## config.mk

```make
export PLATFORM = sky130hd
export DESIGN_NAME = ball_ctrl
export DESIGN_NICKNAME = d
export VERILOG_FILES = /design/src/rtl/ball_ctrl.sv
export SDC_FILE = /design/constraint.sdc
export NUM_CORES = 1
export LEC_CHECK = 0
export ABC_AREA = 1
export BUFFER_PORTS_ARGS = -buffer_cell sky130_fd_sc_hd__buf_2
export CAP_MARGIN = 0
export CORE_MARGIN = 8
export CORE_UTILIZATION = 58
export CTS_CLUSTER_DIAMETER = 120
export CTS_CLUSTER_SIZE = 24
export DETAILED_ROUTE_END_ITERATION = 8
export PLACE_DENSITY = 0.81
export SKIP_CTS_REPAIR_TIMING = 1
export SLEW_MARGIN = 0
export SYNTH_ARGS = -nofsm -noshare
export SYNTH_HDL_FRONTEND = slang
export SYNTH_SLANG_ARGS = --single-unit
```

## constraint.sdc

```tcl
create_clock -name clk -period 2.8 [get_ports clk]
set_input_delay 0.42 -clock clk [delete_from_list [all_inputs] [get_ports clk]]
set_output_delay 0.42 -clock clk [all_outputs]
set_load 0.01 [all_outputs]
```

## src/rtl/ball_ctrl.sv

```systemverilog
// Pong ball controller.
// The ball moves by one 4-pixel step per axis once per video frame. It bounces off
// the right wall and off the top and bottom walls, and off the left paddle. When it
// reaches the left edge without touching the paddle, that is a miss. A miss puts
// the ball back at the centre and starts a 60-frame serve delay.
// BitRaster marks the pixels covered by the ball. It is registered and follows
// pixel/line one clock later.
module ball_ctrl (
  input  logic       clk,
  input  logic       reset,
  input  logic       VSync,
  input  logic [8:0] line,
  input  logic [9:0] pixel,
  input  logic [8:0] PaddlePosY,
  output logic       BitRaster,
  output logic [9:0] BallPosX,
  output logic [8:0] BallPosY,
  output logic [7:0] Score,
  output logic [7:0] Misses,
  output logic       Serving
);

  typedef enum logic [2:0] {
    WAIT_VS    = 3'd0,
    MOVE_X     = 3'd1,
    MOVE_Y     = 3'd2,
    CHECK      = 3'd3,
    LOAD       = 3'd4,
    SERVE      = 3'd5,
    SERVE_LOAD = 3'd6
  } state_t;

  localparam logic [9:0] START_X = 10'd320;
  localparam logic [8:0] START_Y = 9'd240;

  state_t     state, state_next;
  logic [9:0] ball_x, ball_x_next;
  logic [8:0] ball_y, ball_y_next;
  logic       dir_x, dir_x_next;
  logic       dir_y, dir_y_next;
  logic [7:0] score, score_next;
  logic [7:0] misses, misses_next;
  logic [5:0] serve_cnt, serve_cnt_next;
  logic [5:0] serve_cnt_inc;
  logic       bit_raster;
  logic       in_ball;
  logic       hit;

  // Vertical values are widened to 10 bits so that y+8 and pad+80 keep their carry.
  logic [9:0] ball_y_w, pad_w, line_w;
  assign ball_y_w      = {1'b0, ball_y};
  assign pad_w         = {1'b0, PaddlePosY};
  assign line_w        = {1'b0, line};
  assign serve_cnt_inc = serve_cnt + 6'd1;

  // The ball is moving left and overlaps the paddle face, both horizontally and vertically.
  assign hit = !dir_x && (ball_x >= 10'd44) && (ball_x <= 10'd50) &&
               (ball_y_w + 10'd8 > pad_w) && (ball_y_w < pad_w + 10'd80);

  // The current raster position lies inside the 8x8 ball square.
  assign in_ball = (pixel >= ball_x) && (pixel < ball_x + 10'd8) &&
                   (line_w >= ball_y_w) && (line_w < ball_y_w + 10'd8);

  // State and datapath registers; reset aborts immediately to the centre serve position.
  always_ff @(posedge clk or negedge reset) begin
    if (!reset) begin
      state      <= WAIT_VS;
      ball_x     <= START_X;
      ball_y     <= START_Y;
      dir_x      <= 1'b0;
      dir_y      <= 1'b1;
      score      <= '0;
      misses     <= '0;
      serve_cnt  <= '0;
      bit_raster <= 1'b0;
    end else begin
      // NOTE: non-blocking assignments, so every register samples the values from before this edge.
      state      <= state_next;
      ball_x     <= ball_x_next;
      ball_y     <= ball_y_next;
      dir_x      <= dir_x_next;
      dir_y      <= dir_y_next;
      score      <= score_next;
      misses     <= misses_next;
      serve_cnt  <= serve_cnt_next;
      bit_raster <= in_ball;
    end
  end

  // Next-state and datapath update: one ball step per frame, or waiting out the serve delay.
  always_comb begin
    // NOTE: defaults first, so that no path through the case statement infers a latch.
    state_next     = state;
    ball_x_next    = ball_x;
    ball_y_next    = ball_y;
    dir_x_next     = dir_x;
    dir_y_next     = dir_y;
    score_next     = score;
    misses_next    = misses;
    serve_cnt_next = serve_cnt;
    Serving        = 1'b0;

    case (state)
      WAIT_VS: begin
        if (!VSync) state_next = MOVE_X;
      end
      MOVE_X: begin
        if (dir_x) begin
          if (ball_x >= 10'd620) begin
            ball_x_next = 10'd624;
            dir_x_next  = 1'b0;
          end else begin
            ball_x_next = ball_x + 10'd4;
          end
        end else begin
          // The left edge does not bounce: a ball that reaches x=0 is judged in CHECK.
          if (ball_x < 10'd4) ball_x_next = '0;
          else                ball_x_next = ball_x - 10'd4;
        end
        state_next = MOVE_Y;
      end
      MOVE_Y: begin
        if (dir_y) begin
          if (ball_y >= 9'd452) begin
            ball_y_next = 9'd456;
            dir_y_next  = 1'b0;
          end else begin
            ball_y_next = ball_y + 9'd4;
          end
        end else begin
          if (ball_y <= 9'd20) begin
            ball_y_next = 9'd16;
            dir_y_next  = 1'b1;
          end else begin
            ball_y_next = ball_y - 9'd4;
          end
        end
        state_next = CHECK;
      end
      CHECK: begin
        // A hit takes priority over a miss, and any wall bounce from MOVE_Y is kept.
        if (hit) begin
          dir_x_next = 1'b1;
          score_next = score + 8'd1;
          state_next = LOAD;
        end else if (ball_x == 10'd0) begin
          misses_next    = misses + 8'd1;
          ball_x_next    = START_X;
          ball_y_next    = START_Y;
          dir_x_next     = 1'b0;
          dir_y_next     = 1'b1;
          serve_cnt_next = '0;
          state_next     = SERVE_LOAD;
        end else begin
          state_next = LOAD;
        end
      end
      LOAD: begin
        // Wait for VSync to go high again so the ball moves only once per frame.
        if (VSync) state_next = WAIT_VS;
      end
      SERVE_LOAD: begin
        Serving = 1'b1;
        if (VSync) state_next = SERVE;
      end
      SERVE: begin
        Serving = 1'b1;
        if (!VSync) begin
          serve_cnt_next = serve_cnt_inc;
          state_next     = (serve_cnt_inc == 6'd60) ? WAIT_VS : SERVE_LOAD;
        end
      end
      default: state_next = WAIT_VS;
    endcase
  end

  assign BitRaster = bit_raster;
  assign BallPosX  = ball_x;
  assign BallPosY  = ball_y;
  assign Score     = score;
  assign Misses    = misses;

endmodule

```

==> impl_results.rst <==
.. list-table::
   :header-rows: 1

   * - Metric
     - Value
   * - CP max stage cell
     - dfstp_2
   * - Horizontal extent of the die
     - 102 µm
   * - Unrepaired setup endpoints after global routing
     - false
   * - H-tree depth reported by CTS
     - 2
   * - Chip Height
     - 102 µm
   * - Non-filler cells in the finished layout
     - 757
   * - Fraction of the core area covered by cells at the end of the flow
     - 66.4%
   * - Mean post-synth cell area
     - 7.25 µm²
   * - Crit. End Element
     - flip-flop
   * - Number of clock buffers inserted by TritonCTS
     - 5
   * - Antenna violations before repair
     - 0
   * - RR Startpoint
     - BallPosY[4]$_DFFE_PN1P_
   * - Cell count after synthesis
     - 592
   * - Most common cell in the synthesized netlist
     - nand2_1
   * - Ratio of cells with drive above 1 in the final layout
     - 18.2%
   * - Post-synthesis cell type count
     - 38
   * - Leakage power
     - 2.57 nW
   * - Number of DRC markers in iteration 0
     - 161
   * - Worst setup path endpoint
     - Score[6]$_DFFE_PN0P_
   * - Reg2reg path depth
     - 16
   * - Io pins
     - 68
   * - Max Clk Rate
     - 0.389 GHz
   * - Final Hold Violating Endpoints
     - 0
   * - FP Rows
     - 31
   * - Rel. slew slack
     - 36.1%
   * - Worst setup path start
     - BallPosY[4]$_DFFE_PN1P_
   * - Clk Tree Root Cell
     - clkbuf_8
   * - Net count of the finished layout
     - 746
   * - Top FF cell, synth
     - dfrtp_1
   * - Port-buffer cells
     - 60
   * - Dpl cell area
     - 4670 µm²
   * - Met3 Track Usage GR
     - 3.88%
   * - Shortest period the worst path allows
     - 2.57 ns
   * - Via count of the first global-routing pass
     - 3,967
   * - Pin count of the biggest net entering global routing
     - 44
   * - Register-to-register path setup slack
     - 0.23 ns
   * - Final RePlAce weighted congestion
     - 0.903
   * - Average detailed-routed wire length per instance
     - 13.3 µm
   * - DRC viols
     - 0
   * - Global-route wire length before repair
     - 17.2 mm
   * - Longest Clk Path Bufs
     - 2
   * - Highest ir drop seen on vdd
     - 0.622 mV
   * - Die area
     - 10,400 µm²
   * - Async set-or-reset flop fraction in the synthesized netlist
     - 100%
   * - Total track usage
     - 20.3%
   * - Area occupied by registers
     - 1080 µm²
   * - Cells taking the most area after synthesis
     - dfrtp_1 21%, ha_1 17%, nand2_1 13%
   * - Count of flip-flops with a built-in enable after synthesis
     - 0
   * - Cell Chain, Critical Path
     - ha_2, nand2_2, nor2_1, xor2_1, inv_1, ha_1, nand2_1, inv_1, nand2_1, nor2_1, nand2_1, nand2_2, a21oi_4, buf_4, nand4_1, nand2_1
   * - Final Skew
     - 0.00523 ns
   * - Global route overflow
     - 0
   * - Crit path launch type
     - flip-flop
   * - Stage delay of the slowest cell on the critical path
     - 0.58 ns
   * - Run status
     - finished, final reports clean
   * - Worst r2r dst
     - Score[6]$_DFFE_PN0P_
   * - Clk pin slew, worst setup/hold paths
     - 0.08 ns
   * - Hold Slack
     - 0.270 ns
   * - Flop and latch count out of synthesis
     - 43
   * - Total number of yosys warnings
     - 0
   * - Total placed cells including tap cells
     - 746
   * - Cell with the most instances on the worst path
     - nand2_1
   * - Max-Cap Viols
     - 0
   * - Most Used Layer, Global Route
     - met2
   * - Combined area of all synthesized cells
     - 4290 µm²
   * - Placeable Area
     - 7210 µm²
   * - Met1 usage
     - 23.4%
   * - Cell types with the highest counts after synthesis
     - 145 x nand2_1, 79 x inv_1, 58 x ha_1, 40 x nor2_1, 39 x nand3_1
   * - Sink count of the clock tree
     - 43
   * - Number of vias per cell after detailed routing
     - 5.31
   * - Ant diodes
     - 0
   * - Vias
     - 4,020
   * - Area overhead of the layout relative to synthesis
     - 11.5%
   * - Area occupied by multi-input gates
     - 2800 µm²
   * - Sum of negative setup slack
     - 0 ns
   * - Type of the tightest min-delay check
     - input port to async pin
   * - P per Cell Area
     - 892 nW/µm²
   * - Fill cell instance count of the final layout
     - 632
   * - Final count of pins violating max slew
     - 0
   * - Summed area of non-filler cells in the final layout
     - 4790 µm²
   * - Insertion delay to the later sink of the worst-skew pair
     - 0.30 ns
   * - Top-area cell type share of the netlist area
     - 21.0%
   * - Max Fanout on Critical Path
     - 8
   * - Final period util
     - 91.7%
   * - Count of antenna-violating nets left after detailed routing
     - 0
   * - Post-DP HPWL
     - 8.07 mm
   * - Post-detailed-routing wire length
     - 10.1 mm
   * - First-pass iteration count of the detailed router
     - 5
   * - TritonCTS clock tree
     - yes
   * - Signal arrival time at the worst endpoint
     - 2.80 ns
   * - Worst Setup Path Type
     - flip-flop to flip-flop
   * - Post-synthesis sequential area ratio
     - 25.3%
   * - Least-Margin Pin Slew
     - 0.959 ns
   * - Number of setup violations in the final report
     - 0
   * - Critical Path RT
     - 3.04 ns
   * - Met2 Usage GRT
     - 36.3%
   * - Effective utilization at floorplan
     - 59.5%
   * - Cell taking the most area after synthesis
     - dfrtp_1
-- how the worst min path moves through the flow --
stage                                    endpoint  slack (ns)                   from  depth (start not counted)
final                        Score[5]$_DFFE_PN0P_        0.27                  reset                          1
after CTS                    Score[5]$_DFFE_PN0P_        0.31                  reset                          1
after global routing         Score[5]$_DFFE_PN0P_        0.34                  reset                          1
after floorplan           BallPosX[2]$_DFFE_PN0P_        0.12                  reset                          0
after global placement      Misses[7]$_DFFE_PN0P_        0.45  Misses[7]$_DFFE_PN0P_                          1
after detailed placement    Misses[7]$_DFFE_PN0P_        0.46  Misses[7]$_DFFE_PN0P_                          1
-- metal layers --
metal / part of all wire, % / vias up
met2: 51 / 102
met1: 42 / 1856
li1: - / 2045
met5: 0 / -
met4: 1.7 / 0
met3: 5.9 / 17
-- through the flow --
| stage | setup slack (ns) | power, W |
|---|---|---|
| 2_1_floorplan | 0.374 | 0.00315 |
| 3_3_place_gp | 0.298 | 0.00370 |
| 3_5_place_dp | 0.228 | 0.00382 |
| 4_1_cts | 0.206 | 0.00424 |
| 5_1_grt | 0.00850 | 0.00475 |
| 6_report | 0.232 | 0.00427 |
-- final cells by class --
class	instances	area share (%)
repair buffers	67	7.37
well taps	99	2.59
clock inverters	2	0.261
inverters	90	7.08
clock buffers	6	1.52
multi-input cells	450	58.5
flip-flops and latches	43	22.7
-- worst max-delay path, delay by kind of cell (launching register included) --
| family | cells | cell delay (ns) |
|---|---|---|
| compound gates | 1 | 0.20 |
| fa+ha+maj | 2 | 0.49 |
| buf+inv | 3 | 0.32 |
| flops | 1 | 0.58 |
| simple gates | 9 | 0.70 |
| xor+xnor | 1 | 0.20 |
-- logic make-up after synthesis --
logic type                 share of synthesized area (%)
DFF                                                 25.3
buffers and inverters                               10.1
other                                             0.0873
adders and majority gates                           16.9
xor gates and xnor gates                            7.75
AOI/OAI and AO/OA                                   11.0
and+or+nand+nor                                     28.8
-- flip-flops by register name, indices dropped and copies added (netlist names) --
| register | count |
|---|---|
| dir_y | 1 |
| dir_x | 1 |
| Misses | 8 |
| state | 3 |
| BitRaster | 1 |
| BallPosY | 7 |
| Score | 8 |
| serve_cnt | 6 |
| BallPosX | 8 |
-- report_power, final --
part           total [W]  internal, W  switching [W]
Clock           0.000397     0.000175       0.000222
Sequential       0.00115     0.000846       0.000306
Combinational    0.00272      0.00103        0.00170
Total            0.00427      0.00205        0.00223
-- placed cells by master, fill, tap and decap left out, types with 2 or more instances in the layout --
cell type	count
nand2_1	145
o2111ai_1	2
a21oi_4	2
clkinv_2	2
dfstp_2	7
nand4_1	14
clkbuf_8	5
or2_2	2
inv_2	10
nand3_2	4
xor2_1	27
a21oi_1	28
dfrtp_1	36
o21ai_1	4
o211ai_1	6
nand2_2	3
o22ai_1	2
buf_2	60
nand3_1	39
inv_1	79
o21ai_0	30
conb_1	4
o21ai_2	2
nand4_4	2
xnor2_1	11
ha_1	57
a21o_1	2
nor2_4	5
nor2_1	40
nor2_2	4
buf_4	7
nor3_1	7
(Power assumes the default switching activity.)
